[src/rtl/shift_counter_pkg.sv]
// shift_counter_pkg: mode constants and phase-to-pattern decode helpers for shift_counter_gen
package shift_counter_pkg;
  localparam logic MODE_JOHNSON = 1'b0;
  localparam logic MODE_RING = 1'b1;
  function automatic logic [31:0] johnson_decode(input int unsigned w, input int unsigned k);
    logic [63:0] ones;
    ones = k <= w ? (64'd1 << w) - (64'd1 << (w - k)) : (64'd1 << (2 * w - k)) - 64'd1;
    return ones[31:0];
  endfunction
  function automatic logic [31:0] ring_decode(input int unsigned w, input int unsigned k);
    return k == 0 ? 32'd1 : 32'd1 << (w - k);
  endfunction
endpackage

[src/rtl/shift_phase_decoder.sv]
// shift_phase_decoder: combinational phase index to shift pattern (Johnson or one-hot ring)
// ports: mode (0 Johnson, 1 ring), phase (index < MOD), pattern (WIDTH-bit shift pattern)
module shift_phase_decoder
  import shift_counter_pkg::*;
#(
  parameter int WIDTH = 4,
  localparam int PW = $clog2(2 * WIDTH)
) (
  input  logic mode,
  input  logic [PW-1:0] phase,
  output logic [WIDTH-1:0] pattern
);
  assign pattern = mode == MODE_RING ? WIDTH'(ring_decode(WIDTH, 32'(phase)))
                                     : WIDTH'(johnson_decode(WIDTH, 32'(phase)));
endmodule

[src/rtl/shift_counter_gen.sv]
// shift_counter_gen: Johnson / one-hot ring sequence generator with phase index and wrap pulse
// ports: clk, rst (async active-low), en, dir (1 up), mode (0 Johnson, 1 ring), load, load_phase,
//        count (pattern), phase (index), wrap (modulus wrap pulse), load_err (rejected load pulse)
module shift_counter_gen
  import shift_counter_pkg::*;
#(
  parameter int WIDTH = 4,
  localparam int PW = $clog2(2 * WIDTH)
) (
  input  logic clk,
  input  logic rst,
  input  logic en,
  input  logic dir,
  input  logic mode,
  input  logic load,
  input  logic [PW-1:0] load_phase,
  output logic [WIDTH-1:0] count,
  output logic [PW-1:0] phase,
  output logic wrap,
  output logic load_err
);
  localparam logic [PW:0] MOD_J = (PW + 1)'(2 * WIDTH);
  localparam logic [PW:0] MOD_R = (PW + 1)'(WIDTH);
  logic mode_q, mode_d, load_ok, switching, at_top, at_zero, wrap_d, err_d;
  logic [PW:0] mod_q, mod_in;
  logic [PW-1:0] top, stepped, phase_d;
  logic [WIDTH-1:0] count_d;
  always_comb begin
    mod_q = mode_q ? MOD_R : MOD_J;
    mod_in = mode ? MOD_R : MOD_J;
    top = PW'(mod_q - 1'b1);
    at_top = phase == top;
    at_zero = phase == '0;
    load_ok = {1'b0, load_phase} < mod_in;
    switching = mode != mode_q;
    stepped = dir ? (at_top ? '0 : phase + PW'(1)) : (at_zero ? top : phase - PW'(1));
    phase_d = load ? (load_ok ? load_phase : phase) : switching ? '0 : en ? stepped : phase;
    mode_d = load && !load_ok ? mode_q : mode;
    wrap_d = !load && !switching && en && (dir ? at_top : at_zero);
    err_d = load && !load_ok;
  end
  // decode the next phase so count lands in the same edge as phase
  shift_phase_decoder #(.WIDTH(WIDTH)) u_dec (
    .mode(mode_d),
    .phase(phase_d),
    .pattern(count_d)
  );
  always_ff @(posedge clk or negedge rst) begin
    if (!rst) begin
      phase <= '0;
      mode_q <= MODE_JOHNSON;
      count <= '0;
      wrap <= 1'b0;
      load_err <= 1'b0;
    end else begin
      phase <= phase_d;
      mode_q <= mode_d;
      count <= count_d;
      wrap <= wrap_d;
      load_err <= err_d;
    end
  end
endmodule

[config.mk]
export PLATFORM = sky130hd
export DESIGN_NAME = shift_counter_gen
export DESIGN_NICKNAME = d
export VERILOG_FILES = /design/src/rtl/shift_counter_pkg.sv /design/src/rtl/shift_phase_decoder.sv /design/src/rtl/shift_counter_gen.sv
export SDC_FILE = /design/constraint.sdc
export NUM_CORES = 1
export LEC_CHECK = 0
export ABC_AREA = 1
export BUFFER_PORTS_ARGS = -buffer_cell sky130_fd_sc_hd__buf_2
export CAP_MARGIN = 20
export CORE_MARGIN = 1
export CORE_UTILIZATION = 40
export DETAILED_ROUTE_END_ITERATION = 16
export PLACE_DENSITY = 0.69
export SETUP_SLACK_MARGIN = 0.02
export SYNTH_ARGS = -nofsm -noshare
export SYNTH_HDL_FRONTEND = slang
export SYNTH_SLANG_ARGS = --single-unit
[constraint.sdc]
create_clock -name clk -period 3.47 [get_ports clk]
set_clock_uncertainty 0.2 [all_clocks]
set_input_delay 0.5205 -clock clk [delete_from_list [all_inputs] [get_ports clk]]
set_output_delay 0.5205 -clock clk [all_outputs]
set_load 0.03 [all_outputs]
==> run_results.csv <==
group,metric,value,unit
worst_setup_path,rr_startpoint,"phase[1]",
drt,ant_nets,0,
clock_network,path_clk_slew,0.07,ns
flow_run,max-cap-violations,0,
hold_path,hp-class,"in -> reg",
cells_and_area,drive_above_1_share,32.91,%
synth,syn_avg_cell_area,7.190,sq um
synth,syn_area,963.4,sq um
cells_and_area,fillers,231,
pwr,pwr-share-comb,49.8,%
worst_setup_path,critPathBufInv,4,
timing,setup-tns-final,0,ns
clock_network,clockBufferDepth,2,
cells_and_area,layout_common_cells,"nand2_1 (30), buf_2 (17), inv_1 (16)",
pwr,ir_drop,0.2134,mV
drt,drt-total-wl,2.114,mm
place,dp_hpwl,1.738,mm
global_routing,antenna_found_initial,0,
hold_path,hold_start,"en",
worst_setup_path,crit_type,"reg -> reg",
drt,vias,918,
worst_setup_path,cp-start-kind,"flop",
global_routing,grt_max_degree,11,
cells_and_area,areaGrowthSynthToFinish,18.96,%
worst_setup_path,cp_slowest_cell,"dfrtp_1",
timing,finalHoldViolCount,0,
worst_setup_path,reg2reg_depth,18,
floorplan,num_io_pins,18,
drt,drt_pass1_iterations,4,
timing,maxSlewHeadroom,62.43,%
floorplan,die_area,2609,sq um
global_routing,grt.total_usage,18.85,%
worst_setup_path,crit_top_cell,"ha_1",
clock_network,cts_tree,"yes",
worst_setup_path,worst-path-max-fanout,7,
cells_and_area,final_common_cell,"nand2_1",
floorplan,rows,17,
global_routing,grt_first_pass_wirelength,3.705,mm
timing,clock.fmax,308.9,MHz
cells_and_area,fin_util,51.32,%
drt,top_layer_used,"met4",
worst_setup_path,critPathMaxStageDelay,0.42,ns
cells_and_area,diodes,0,
timing,slew_viol_final,0,
clock_network,clock_latency,0.26,ns
floorplan,core-area,2233,sq um
global_routing,grt_overflow,0,
drt,drt-met1-wl,953,um
worst_setup_path,regToRegSetupSlack,0.23,ns
worst_setup_path,path_cells,"inv_1 > ha_1 > inv_1 > nand2_1 > nand3_1 > o21ai_0 > a21oi_2 > ha_1 > inv_1 > ha_1 > inv_2 > nand2_1 > nor2_4 > nand2_2 > ha_1 > o21ai_0 > nand2_1 > o31ai_2",
cells_and_area,fin_nets,180,
worst_setup_path,critPathRequiredTime,3.44,ns
clock_network,cts_root_buffer,"clkbuf_4",
floorplan,die_h,51.08,um
run_status,run_status,"completed",
drt,wl_met3,77,um
drt,drc,0,
floorplan,initial_core_util,43.14,%
synth,synthDistinctLibCells,22,
timing,fin_crit_sh,93.30,%
synth,synthCells,134,
global_routing,grt_pass1_vias,910,
timing,hold_slack,0.3473,ns
worst_setup_path,rr_endpoint,"count[1]",
clock_network,htree_num_levels,1,
pwr,intPower,0.2835,mW
place,gp_congestion,0.8779,
pwr,p_sw,0.2180,mW
pwr,sequentialPowerShare,29.2,%
hold_path,worstHoldEndpoint,"wrap",
drt,via_per_inst,4.935,
pwr,leakagePower,0.6405,nW
synth,ys_ff_latch,10,
clock_network,cts_buffers,3,
pwr,pwr-share-clk,21.0,%
floorplan,die-width,51.08,um
drt,dr_wl_met2,1.067,mm
timing,min_period,3.237,ns
pwr,swShare,43.47,%
hold_path,holdPathStages,3,
timing,tightest_slew,0.5598,ns
cells_and_area,regArea,251.5,sq um
drt,drt_iter0_markers,16,
cells_and_area,multi_input_area,626.9,sq um
worst_setup_path,arrival,3.21,ns
drt,wire_per_inst,11.37,um
pwr,power_density,437.6,nW/um^2
synth,ys_seq_area_share,25.97,%
clock_network,cts_num_sinks,10,
worst_setup_path,critical_path.top_delay_family,"adder cells",
timing,finalSetupViolations,0,
timing,grt_setup_unrepaired,"no",
place,placed_cell_area,1099,sq um
worst_setup_path,cp-end-kind,"flop",
synth,synth_nets,155,
place,port_buffers,17,
cells_and_area,fin_area,1146,sq um
synth,yosysWarnings,0,
==> kinds of logic (layout without fill, tap and decap cells) <==
family	count (synthesis)	count (layout)	share of synthesized area, %
and+or+nand+nor	74	74	39.35
DFF	10	10	25.97
buffers and inverters	23	47	8.961
adders and majority gates	12	12	15.58
AOI/OAI and AO/OA	15	15	10.13
==> flip-flops by register name (all words and copies together) (netlist names) <==
signal    count
count         4
phase         3
load_err      1
mode_q        1
wrap          1
==> power by group through the flow <==
stage,Clock (mW),Sequential (mW),Combinational (mW)
after floorplan,0,0.182,0.151
after global placement,0,0.147,0.241
after detailed placement,0,0.148,0.248
after CTS,0.107,0.146,0.250
after global routing,0.113,0.148,0.279
final,0.105,0.146,0.250
==> repair_timing <==
item / in CTS / in global routing
hold buffers: 1 / 0
hold endpoints to repair: 10 / 0
setup buffers: 0 / 0
resized for setup: 0 / 2
setup endpoints to repair: 0 / 2
==> through the flow <==
step                      worst slack (ns)  instances  total power, mW
after global placement              0.1788        181           0.3881
after global routing               0.02678        186           0.5405
after CTS                           0.1069        186           0.5031
final                               0.2326        186           0.5016
after floorplan                     0.2000        134           0.3328
after detailed placement            0.1334        181           0.3968
==> worst register-to-register path: cells and delay by family (launching register included) <==
kind / cells / cell delay (ns)
fa+ha+maj: 4 / 1.12
compound gates: 4 / 0.58
simple gates: 6 / 0.49
flops: 1 / 0.42
buf+inv: 4 / 0.34
==> final cells by class <==
type / count / share of cell area [%]
well taps: 28 / 3.057
repair buffers: 20 / 9.607
multi-input cells: 101 / 54.69
clock buffers: 4 / 3.166
flip-flops and latches: 10 / 21.94
inverters: 23 / 7.533
==> metal layers <==
metal  vias to the layer above  track usage, %
li1                        479               -
met1                       416           22.30
met2                        21           34.87
met3                         2           1.786
met4                         0           6.481
met5                         -               0
==> cell usage after synthesis <==
cell	n	area, sq um
a21oi_1	2	10.01
a21oi_2	1	8.760
dfrtp_1	10	250.2
ha_1	12	150.1
inv_1	17	63.81
inv_2	6	22.52
nand2_1	30	112.6
nand2_2	7	43.79
nand2_4	2	22.52
nand3_1	11	55.05
nand3_2	3	30.03
nand3b_1	1	7.510
nand4_1	3	18.77
nor2_1	11	41.29
nor2_2	4	25.02
nor2_4	2	22.52
o211ai_1	2	15.01
o21ai_0	5	25.02
o21ai_1	2	10.01
o21ai_2	1	8.760
o21bai_1	1	7.510
o31ai_2	1	12.51
==> worst max-delay path by stage <==
stage	to	slack [ns]	start	depth (start not counted)
final	count[1]	0.23	phase[1]	18
after global routing	count[1]	0.03	phase[1]	20
after CTS	count[1]	0.11	phase[0]	18
after detailed placement	count[1]	0.13	phase[0]	18
after global placement	count[1]	0.18	phase[0]	18
after floorplan	count[1]	0.20	phase[0]	18
No activity file was read; power rests on OpenSTA's default activity.
